### src/rtl/add_share_ctrl_pkg.sv
// Shared state codes and requester IDs for the two-client serial adder.
package add_share_ctrl_pkg;

    typedef enum logic [1:0] {
        ST_IDLE  = 2'd0,
        ST_SHIFT = 2'd1,
        ST_DONE  = 2'd2
    } state_t;

    localparam logic ID_REQ0 = 1'b0;
    localparam logic ID_REQ1 = 1'b1;

endpackage

### src/rtl/gate_lib.sv
// Gate-library cells, each expressed in NOR form to mirror the silicon library.
module my_xor (
    output logic y,
    input  logic a,
    input  logic b
);
    logic n_ab;
    assign n_ab = ~(a | b);
    assign y    = ~(n_ab | ~(~a | ~b));
endmodule

module my_and (
    output logic y,
    input  logic a,
    input  logic b
);
    assign y = ~(~a | ~b);
endmodule

module my_or (
    output logic y,
    input  logic a,
    input  logic b
);
    assign y = ~(~(a | b));
endmodule

### src/rtl/serial_fa_cell.sv
// 1-bit full adder built only from gate-library cells; purely combinational.
module serial_fa_cell (
    output logic s,
    output logic co,
    input  logic a,
    input  logic b,
    input  logic ci
);
    logic p;
    logic g;
    logic t;

    my_xor u_x0 (.y(p),  .a(a), .b(b));
    my_xor u_x1 (.y(s),  .a(p), .b(ci));
    my_and u_a0 (.y(g),  .a(a), .b(b));
    my_and u_a1 (.y(t),  .a(p), .b(ci));
    my_or  u_o0 (.y(co), .a(g), .b(t));
endmodule

### src/rtl/add_share_ctrl.sv
// Round-robin shares one serial full-adder cell between two requesters,
// adding WIDTH-bit operands LSB first and returning a tagged completion pulse.
module add_share_ctrl #(
    parameter int WIDTH = 8,
    parameter int CW    = 5
) (
    input  logic             clk,
    input  logic             rst,
    input  logic             req0,
    input  logic [WIDTH-1:0] a0,
    input  logic [WIDTH-1:0] b0,
    input  logic             cin0,
    input  logic             req1,
    input  logic [WIDTH-1:0] a1,
    input  logic [WIDTH-1:0] b1,
    input  logic             cin1,
    output logic             ack0,
    output logic             ack1,
    output logic             busy,
    output logic             done,
    output logic             done_id,
    output logic [WIDTH-1:0] sum,
    output logic             cout
);
    import add_share_ctrl_pkg::*;

    state_t           state;
    state_t           state_nxt;
    logic [WIDTH-1:0] a_sr;
    logic [WIDTH-1:0] b_sr;
    logic [WIDTH-1:0] sum_sr;
    logic             carry;
    logic [CW-1:0]    count;
    logic             last_grant;
    logic             grant_reg;
    logic             grant_vld;
    logic             grant_id;
    logic             fa_s;
    logic             fa_co;
    logic             last_bit;

    serial_fa_cell u_fa (
        .s  (fa_s),
        .co (fa_co),
        .a  (a_sr[0]),
        .b  (b_sr[0]),
        .ci (carry)
    );

    assign last_bit = (count == CW'(WIDTH - 1));

    // On a tie the requester that did not win last time is granted.
    always_comb begin
        grant_vld = (state == ST_IDLE) && (req0 || req1);
        grant_id  = ID_REQ0;
        if (req0 && req1)
            grant_id = ~last_grant;
        else if (req1)
            grant_id = ID_REQ1;
    end

    always_ff @(posedge clk or posedge rst) begin
        if (rst)
            state <= ST_IDLE;
        else
            state <= state_nxt;
    end

    always_comb begin
        state_nxt = state;
        case (state)
            ST_IDLE:  if (grant_vld) state_nxt = ST_SHIFT;
            ST_SHIFT: if (last_bit)  state_nxt = ST_DONE;
            ST_DONE:  state_nxt = ST_IDLE;
            default:  state_nxt = ST_IDLE;
        endcase
    end

    always_comb begin
        busy = (state == ST_SHIFT) || (state == ST_DONE);
    end

    always_ff @(posedge clk or posedge rst) begin
        if (rst) begin
            a_sr       <= '0;
            b_sr       <= '0;
            sum_sr     <= '0;
            carry      <= 1'b0;
            count      <= '0;
            last_grant <= 1'b1;
            grant_reg  <= ID_REQ0;
            ack0       <= 1'b0;
            ack1       <= 1'b0;
            done       <= 1'b0;
            done_id    <= 1'b0;
            sum        <= '0;
            cout       <= 1'b0;
        end else begin
            ack0 <= 1'b0;
            ack1 <= 1'b0;
            done <= 1'b0;
            case (state)
                ST_IDLE: begin
                    if (grant_vld) begin
                        a_sr       <= (grant_id == ID_REQ1) ? a1 : a0;
                        b_sr       <= (grant_id == ID_REQ1) ? b1 : b0;
                        carry      <= (grant_id == ID_REQ1) ? cin1 : cin0;
                        count      <= '0;
                        grant_reg  <= grant_id;
                        last_grant <= grant_id;
                        ack0       <= (grant_id == ID_REQ0);
                        ack1       <= (grant_id == ID_REQ1);
                    end
                end
                ST_SHIFT: begin
                    a_sr   <= a_sr >> 1;
                    b_sr   <= b_sr >> 1;
                    sum_sr <= {fa_s, sum_sr[WIDTH-1:1]};
                    carry  <= fa_co;
                    count  <= count + CW'(1);
                    // The final bit is folded in directly so sum is complete on this edge.
                    if (last_bit) begin
                        sum     <= {fa_s, sum_sr[WIDTH-1:1]};
                        cout    <= fa_co;
                        done    <= 1'b1;
                        done_id <= grant_reg;
                    end
                end
                default: ;
            endcase
        end
    end

endmodule

### config.mk
export PLATFORM = sky130hd
export DESIGN_NAME = add_share_ctrl
export DESIGN_NICKNAME = d
export VERILOG_FILES = /design/src/rtl/add_share_ctrl_pkg.sv /design/src/rtl/gate_lib.sv /design/src/rtl/serial_fa_cell.sv /design/src/rtl/add_share_ctrl.sv
export SDC_FILE = /design/constraint.sdc
export NUM_CORES = 1
export LEC_CHECK = 0
export CORE_MARGIN = 2
export CORE_UTILIZATION = 30
export DETAILED_ROUTE_END_ITERATION = 12
export PLACE_DENSITY_LB_ADDON = 0.2
export SLEW_MARGIN = 40
export SYNTH_ARGS = -nofsm -noshare
export SYNTH_HDL_FRONTEND = slang
export SYNTH_SLANG_ARGS = --single-unit
### constraint.sdc
create_clock -name clk -period 2.3 [get_ports clk]
set_clock_uncertainty 0.1 [all_clocks]
set_input_delay 0.46 -clock clk [delete_from_list [all_inputs] [get_ports clk]]
set_output_delay 0.46 -clock clk [all_outputs]
set_load 0.005 [all_outputs]
; ---- Yosys cells after proc, flatten, opt, wreduce, memory -nomap -nowiden
; Index checks and enable logic that the tools add are counted.
; W data, S select, Z words.
[op_classes]
addsub = 1
n_mul = 0
div = 0
magnitude_cmp = 0
n_eq_ne = 5
n_shift = 0
mux = 22
bitwise_logic = 18
n_reduce_logical = 10
[ops]
columns = cell, count
row1 = $mux W8, 4
row2 = $pmux W8 S2, 2
row3 = $not A1 Y1, 11
row4 = $mux W1, 10
row5 = $pmux W5 S2, 1
row6 = $reduce_and A2 Y1, 4
row7 = $or A1 B1 Y1, 7
row8 = $add A5 B1 Y5 const B, 1
row9 = $eq A5 B3 Y1 const B, 1
row10 = $mux W5, 1
row11 = $mux W2, 2
row12 = $ne A2 B2 Y1 const B, 2
row13 = $pmux W2 S2, 1
row14 = $eq A2 B1 Y1 const B, 1
row15 = $eq A2 B2 Y1 const B, 1
row16 = $logic_and A1 B1 Y1, 2
row17 = $logic_not A2 Y1, 1
row18 = $logic_or A1 B1 Y1, 2
row19 = $pmux W1 S2, 1
row20 = $reduce_bool A2 Y1, 1
[totals]
reg_bits = 47
latchBits = 0
ramBits = 0
rom_bits = 0
inputBits = 38
out_inout_bits = 14
elab_cells = 70
n_memories = 0

; ---- Depth between registers and ports, before layout
; Gate-level depths: netlist of the first run.
[logic_depth]
depth_word = 9
ltp_mapped = 8
depth_no_buf = 5

; ---- Cells and area by module
; Synthesis of the first run repeated with hierarchy kept, for this count alone.
[unflattened]
cells_unflattened = 192
hier_area_um2 = 2349.8
[by_module_without_submodules]
columns = module, instances, cells_per_inst, area_each_um2, seq_area_each_um2
row1 = add_share_ctrl, 1, 187, 2313.5, 1152.4
row2 = my_xor, 2, 1, 8.8, 0.0
row3 = my_and, 2, 1, 6.3, 0.0
row4 = my_or, 1, 1, 6.3, 0.0

; ---- Worst setup path after synthesis of the first run
; Ideal clock, no wire load.
[synth_path]
path_type = register -> register
startpoint = register state[0]
endpoint = register state[0]
setup_ns = 0.125
arrival_time_ns = 1.604
required_ns = 2.075
path_slack_ns = 0.472
stages_incl_launch_ff = 8
n_path_buf = 2
period_less_slack_ns = 1.828
cell_sequence = dfrtp_1 -> inv_1 -> ha_1 -> buf_4 -> or3b_1 -> buf_2 -> o21ai_0 -> mux2_2
[synth_via]
elab_chain_cells = 4
word_cells_on_any_way = 7
classes_between = eq/ne (3) / mux (1) / reduce/logical (3)
[synth_rtl]
columns = item, line_no
row1 = start: declaration, add_share_ctrl.sv:27  ; state_t state;
row2 = start signal: assignment, add_share_ctrl.sv:66  ; state <= state_nxt;
row3 = $logic_not A2 Y1, "add_share_ctrl.sv:54, add_share_ctrl.sv:71"
row4 = $logic_and A1 B1 Y1, add_share_ctrl.sv:54  ; grant_vld = (state == ST_IDLE) && (req0 || req1);
row5 = $ne A2 B2 Y1 (no source line), n/a
row6 = $reduce_and A2 Y1 (no source line), n/a
; Several ways; a longest one is shown, not always the timed one.
; A chain may end at the register's enable or synchronous reset.

; ---- Final worst setup path of the first run
[layout_path]
startpoint = register state[0]
endpoint = output port busy
[layout_via]
elab_chain_cells = 2
word_cells_on_any_way = 3
classes_between = eq/ne (2) / reduce/logical (1)
[layout_rtl]
columns = item, line_no
row1 = $eq A2 B1 Y1 or $eq A2 B2 Y1 (tied branches), add_share_ctrl.sv:80  ; busy = (state == ST_SHIFT) || (state == ST_DONE);
row2 = $logic_or A1 B1 Y1 (*), add_share_ctrl.sv:80
row3 = end: declaration, add_share_ctrl.sv:19  ; output logic busy,
; Every way passes the cells marked *; elsewhere a longest branch is shown, timed or not.

==> metrics.md, run 1 <==
| Metric | Value |
|---|---|
| Status | `finished clean` |
| EDFF count, synth | `0` |
| Initial antenna violation count | `0` |
| Pwr Density | `roughly 1100 nW/um^2` |
| Crit-path max FO | `3` |
| Met1 usage | `0.1592` |
| Vias in the first global route | `1641` |
| Ys flop type | `dfrtp_1` |
| Final core utilization | `0.4145` |
| Sequential power share | `0.392` |
| CTS tree | `built` |
| Ys async rst share | `1.000` |
| Synth unique cells | `31` |
| Routed len/inst | `about 14 um` |
| Mean area per synthesized cell | `around 12 um^2` |
| Routability Congestion | `0.7492` |
| # setup viols final | `0` |
| RSZ-0062 raised after global routing | `no` |
| GRT busiest layer | `met2` |
| Syn Inst Count | `190` |
| Largest net degree at the start of global routing | `30` |
| Yosys top cell by area | `dfrtp_1` |
| Non-Filler Instances | `340` |
| Routed Antenna Nets | `0` |
| Final Hold Vio Count | `0` |
| Post-CTS Setup Bufs | `0` |
| # H-tree levels | `2` |
| Die width | `about 90 um` |
| Hold-fix buffers at CTS | `0` |
| Internal | `2.275 mW` |
| Syn Std Cell Area | `around 2200 um^2` |
| Main area contributors after synthesis | `dfrtp_1, mux2_2, mux2i_1, o211ai_1, o21ai_0` |
| P_leak | `~1.3 nW` |
| Min-Delay Path Class | `in -> async` |
| Fin. max-slew vios | `0` |
| Chip height | `89.82 um` |
| Met3 usage | `0.03185` |
| Tcrit/Tclk final | `0.8989` |
| Critical path capture point type | `output pin` |
| Drc violations | `0` |
| Synthesized flop and latch total | `46` |
| Overflow after GRT | `0` |
| Layout area overhead | `34.60%` |
| NetSw | `~1.1 mW` |
| Tmin final | `2.067 ns` |
| I/O Buffers | `51` |
| Critical Path RT | `1.74 ns` |
| Reg2Reg Depth | `7` |
| Fin Hold WS | `roughly 0.37 ns` |
| Yosys top cell area share | `0.5096` |
| Worst skew pair latency | `roughly 0.3 ns` |
| Starting Density | `0.3079` |
| Placed cell count | `~330` |
| Post-Synthesis Net Count | `233` |
| CTS Buffer Depth | `2` |
| CTS Buf Count | `5` |
| Iter 0 DRT Violations | `between 100 and 150` |
| Total core area | `7176 um^2` |
| Rel. slew slack | `0.5915` |
| Comb pwr share | `0.387` |
| Worst-path clk slew | `approximately 0.090 ns` |
| IO Count | `52` |
| Kind of critical path | `reg -> out` |
| First-pass GRT wire length | `between 7 and 8 mm` |
| Worst-Margin Slew | `roughly 0.61 ns` |
| Via count | `~1600` |
| Synthesis warning total | `0` |
| Clk pwr share | `0.221` |
| Row Count | `31` |
| Largest registers | `a_sr x8, b_sr x8, sum x8` |
| Root buf cell | `clkbuf_8` |
| Post-CTS Resized | `0` |
| DR vias/cell | `between 4 and 5` |
| Achievable Freq | `483.7 MHz` |
| Layout Nets | `approximately 280` |
| Worst VDD drop | `about 0.00039 V` |
| Switching part of the total | `0.3185` |
| WL final | `roughly 4.6 mm` |
| Max-Cap Viols | `0` |
| Arrival time worst endpoint | `1.51 ns` |
| Die ar. | `between 8000 and 9000 um^2` |
| FILL cells | `709` |
| Total GRT Usage | `0.1202` |
| DP HPWL | `3.180 mm` |
| Setup_tns | `0 ns` |
| Seq/Total Area, Yosys | `0.5215` |
| GRT met2 Usage | `0.1938` |
| Power, Total | `3.338 mW` |
| 1st-pass router iterations | `4` |
| ANT cells | `0` |
| Fraction of layout cells with a size suffix above 1 | `0.1701` |
| Startpoint types | `flip-flop` |
| Num Clock Sinks | `46` |
| FF-to-FF setup slack | `0.35 ns` |
-- critical path, stage by stage, from the launching register on --
cell,delay [ns]
dfrtp_1,0.38
inv_1,0.07
ha_1,0.27
clkdlybuf4s50_1,0.49
-- cells by family after synthesis --
family | after synthesis | share of synthesized area
AOI/OAI and AO/OA | 50 | 0.1438
DFF | 46 | 0.5215
muxes | 35 | 0.1687
and+or+nand+nor | 32 | 0.08097
buffers and inverters | 22 | 0.05323
adders and majority gates | 5 | 0.03171
-- final cells by class --
type / count / area (um^2) / area share
Sequential cell: 46 / 1152 / 0.3875
Clock inverter: 2 / 60.06 / 0.02019
Multi-Input combinational cell: 122 / 953.4 / 0.3206
Tap cell: 99 / 123.9 / 0.04165
Inverter: 7 / 26.28 / 0.008835
Timing Repair Buffer: 58 / 575.6 / 0.1935
Clock buffer: 6 / 82.58 / 0.02777
-- metrics by stage --
stage / cell area [um^2] / worst slack (ns)
2_1_floorplan: 2210 / 0.4716
3_3_place_gp: 2823 / 0.04774
3_5_place_dp: 2823 / 0.02578
4_1_cts: 2965 / 0.04113
5_1_grt: 2974 / 0.1522
6_report: 2974 / 0.2326
-- cells in the mapped netlist, types with 2 or more instances --
cell and number:
o211ai_1 15, ha_1 4, o21ai_0 19, mux2_2 18, buf_6 2, a21oi_1 7, nor2_1 3, buf_2 7
o2bb2ai_1 2, clkbuf_1 3, nand2_1 3, mux2i_1 17, dfrtp_1 45, inv_1 7, buf_4 3, o31ai_1 3
nand3_1 17, or4_1 2
-- power groups by stage --
stage	Sequential [mW]	Combinational (mW)	Clock, mW
final	1.31	1.29	0.738
after global routing	1.36	1.45	0.795
after CTS	1.31	1.31	0.762
after detailed placement	1.33	1.30	0
after global placement	1.33	1.28	0
after floorplan	1.29	0.898	0
-- cells in the final DEF (no fill, tap or decap), types with 2 or more instances in the layout --
master / Yosys / routed
bufinv_16: 0 / 2
inv_1: 7 / 6
mux2_2: 18 / 18
nand2_1: 3 / 3
buf_4: 3 / 6
nand3_1: 17 / 17
ha_1: 4 / 4
o31ai_1: 3 / 3
nor2_1: 3 / 2
o21ai_0: 19 / 19
or4_1: 2 / 2
dfrtp_1: 45 / 45
a21oi_1: 7 / 7
mux2i_1: 17 / 17
clkdlybuf4s50_1: 0 / 51
o211ai_1: 15 / 15
clkbuf_8: 0 / 6
o2bb2ai_1: 2 / 2
-- metal layers --
metal,up-vias,wire [um]
met1,795,2040
met4,0,71
met3,8,254
met5,-,0
li1,797,-
met2,46,2237
-- final timing paths --
check | start | end
max in group asynchronous | rst | a_sr[0]
max reg2reg | state[0] | count[3]
max | state[0] | busy
min | rst | sum_sr[3]
min in group clk | b_sr[7] | b_sr[7]
min reg2reg | b_sr[7] | b_sr[7]
(Power assumes the default switching activity.)
==> run 2, diff against run 1 <==
- CELL_PAD_IN_SITES_DETAIL_PLACEMENT: unset -> 1
- CELL_PAD_IN_SITES_GLOBAL_PLACEMENT: unset -> 1
- SETUP_SLACK_MARGIN: unset -> 0.02
==> run 2 against run 1 <==
Worst hold slack worse by 0.050 ns. Worst setup slack better by 0.024 ns. Clock-buffer cell count stayed put. Largest power group is now combinational logic. Critical path type unchanged.
==> metrics.md, run 2 (same netlist as run 1, synthesis figures left out) <==
| Metric | Value |
|---|---|
| First-pass GRT wire length | `8.397 mm (+5.4%)` |
| DP HPWL | `3.544 mm (+11%)` |
| Max-Cap Viols | `0 (unchanged)` |
| Total GRT Usage | `0.1278 (+0.007592)` |
| Vias in the first global route | `1729 (+5.4%)` |
| # H-tree levels | `2 (unchanged)` |
| Hold-fix buffers at CTS | `0 (unchanged)` |
| Initial antenna violation count | `0 (unchanged)` |
| Iter 0 DRT Violations | `47 (-56%)` |
| Chip height | `89.82 um (unchanged)` |
| CP bufs+invs | `2 (unchanged)` |
| Starting Density | `0.3079 (unchanged)` |
| Setup_tns | `0 ns (unchanged)` |
| Final Hold Vio Count | `0 (unchanged)` |
| Fin. max-slew vios | `0 (unchanged)` |
| Startpoint types | `flip-flop` |
| Critical Path RT | `1.74 ns (about the same)` |
| Kind of critical path | `reg -> out` |
| Rel. slew slack | `0.6886 (+0.09711)` |
| Root buf cell | `clkbuf_8` |
| CTS tree | `built` |
| Worst-path clk slew | `0.09 ns (about the same)` |
| Tcrit/Tclk final | `0.8883 (-0.01061)` |
| P_leak | `1.300 nW (-0.19%)` |
| Worst-Margin Slew | `0.4659 ns (-0.1468 ns)` |
| Achievable Freq | `489.5 MHz (+1.2%)` |
| Most frequent cells in the layout | `clkdlybuf4s50_1, dfrtp_1, o21ai_0, mux2_2` |
| CTS Buf Count | `5 (unchanged)` |
| Post-CTS Resized | `0 (unchanged)` |
| Via count | `1640 (-0.36%)` |
| Largest registers | `a_sr x8, b_sr x8, sum x8` |
| WL final | `4.884 mm (+6.1%)` |
| Status | `finished clean` |
| Worst slack, placed | `0.1415 ns (+0.1157 ns)` |
| Routed len/inst | `14.32 um (+5.8%)` |
| Post-CTS Setup Bufs | `0 (unchanged)` |
| Tmin final | `2.043 ns (-0.02439 ns)` |
| 1st-pass router iterations | `3 (-1)` |
| ANT cells | `0 (unchanged)` |
| Slowest CP cell | `clkdlybuf4s50_1` |
| Crit path cell chain | `inv_1, ha_1, clkdlybuf4s50_1` |
| Num Clock Sinks | `46 (unchanged)` |
| DR vias/cell | `4.809 (-0.66%)` |
| CP max stage delay | `0.49 ns (about the same)` |
| Layout Nets | `285 (+0.71%)` |
| Row Count | `31 (unchanged)` |
| Overflow after GRT | `0 (unchanged)` |
| Arrival time worst endpoint | `1.48 ns (-0.03 ns)` |
| Commonest non-fill, non-tap cell in the layout | `clkdlybuf4s50_1` |
| Largest net degree at the start of global routing | `24 (-20%)` |
| Worst VDD drop | `0.0003294 V (-16%)` |
| CP startpoint | `state[0]` |
| Fraction of layout cells with a size suffix above 1 | `0.1694 (-0.0007030)` |
| Power, Total | `3.252 mW (-2.6%)` |
| Worst Setup Slack, final | `0.2570 ns (+0.02439 ns)` |
| CTS Buffer Depth | `2 (unchanged)` |
| Routability Congestion | `0.7539 (+0.63%)` |
| Finished layout cell area | `2963 um^2 (-0.38%)` |
| Pwr Density | `1098 nW/um^2 (-2.2%)` |
| Total core area | `7176 um^2 (unchanged)` |
| Die width | `89.82 um (unchanged)` |
| Post-DP Area | `2850 um^2 (+0.97%)` |
| Worst skew pair latency | `0.30 ns (about the same)` |
| RSZ-0062 raised after global routing | `no` |
| Layout area overhead | `34.09%` |
| Drc violations | `0 (unchanged)` |
| I/O Buffers | `51 (unchanged)` |
| Largest delay share family, worst path | `buffers and inverters` |
| Critical path capture point type | `output pin` |
| Routed Antenna Nets | `0 (unchanged)` |
| Crit-path max FO | `3 (unchanged)` |
| Die ar. | `8068 um^2 (unchanged)` |
| # setup viols final | `0 (unchanged)` |
| Min-Delay Path Class | `in -> async` |
| FF-to-FF Start | `state[1]` |
| IO Count | `52 (unchanged)` |
-- run 2: path summary, 6_finish.rpt --
check | endpoint | slack, ns | cells after the start
max | busy | 0.26 | 3
max reg2reg | cout | 0.38 | 4
max in group asynchronous | last_grant | 1.23 | 3
min reg2reg | b_sr[7] | 0.40 | 1
min in group clk | b_sr[7] | 0.40 | 1
min | count[1] | 0.32 | 2
-- run 2: final cells by class --
type / instances / area [um^2]
fillers: 784 / 4213
flip-flops and latches: 46 / 1152
multi-input cells: 122 / 944.7
repair buffers: 60 / 603.1
well taps: 99 / 123.9
clock buffers: 6 / 82.58
clock inverters: 1 / 30.03
inverters: 7 / 26.28
-- run 2: per-stage QoR --
step	instances	util	hold slack, ns
finish	341	0.4129	0.3156
global route	341	0.4129	0.3410
CTS	341	0.4129	0.3190
detailed placement	334	0.3972	0.3795
global placement	334	0.3972	0.3768
floorplan	190	-	0.3569
-- run 2: per-layer routing --
| layer | global-route usage | up-vias | routed length (um) |
|---|---|---|---|
| li1 | - | 791 | - |
| met3 | 0.02766 | 5 | 145 |
| met1 | 0.1642 | 815 | 2242 |
| met2 | 0.2134 | 29 | 2417 |
| met5 | 0 | - | 0 |
| met4 | 0.04615 | 0 | 78 |
-- run 2: worst register-to-register path, stage by stage (launching register included) --
cell and delay (ns):
dfrtp_1 0.38, inv_1 0.10, ha_1 0.43, nand2_1 0.41, mux2_2 0.39
-- run 2: report_power, final --
group | total (mW) | internal, mW | switching, mW | leakage, nW
logic | 1.33 | 0.695 | 0.633 | 0.651
registers | 1.31 | 1.13 | 0.176 | 0.592
clock network | 0.614 | 0.348 | 0.266 | 0.0573
==> run 3, diff against run 2 <==
- HOLD_SLACK_MARGIN: unset -> 0.06
==> results of run 3 <==
Same layout as run 2: the final DEF is identical, and so are final timing and power.
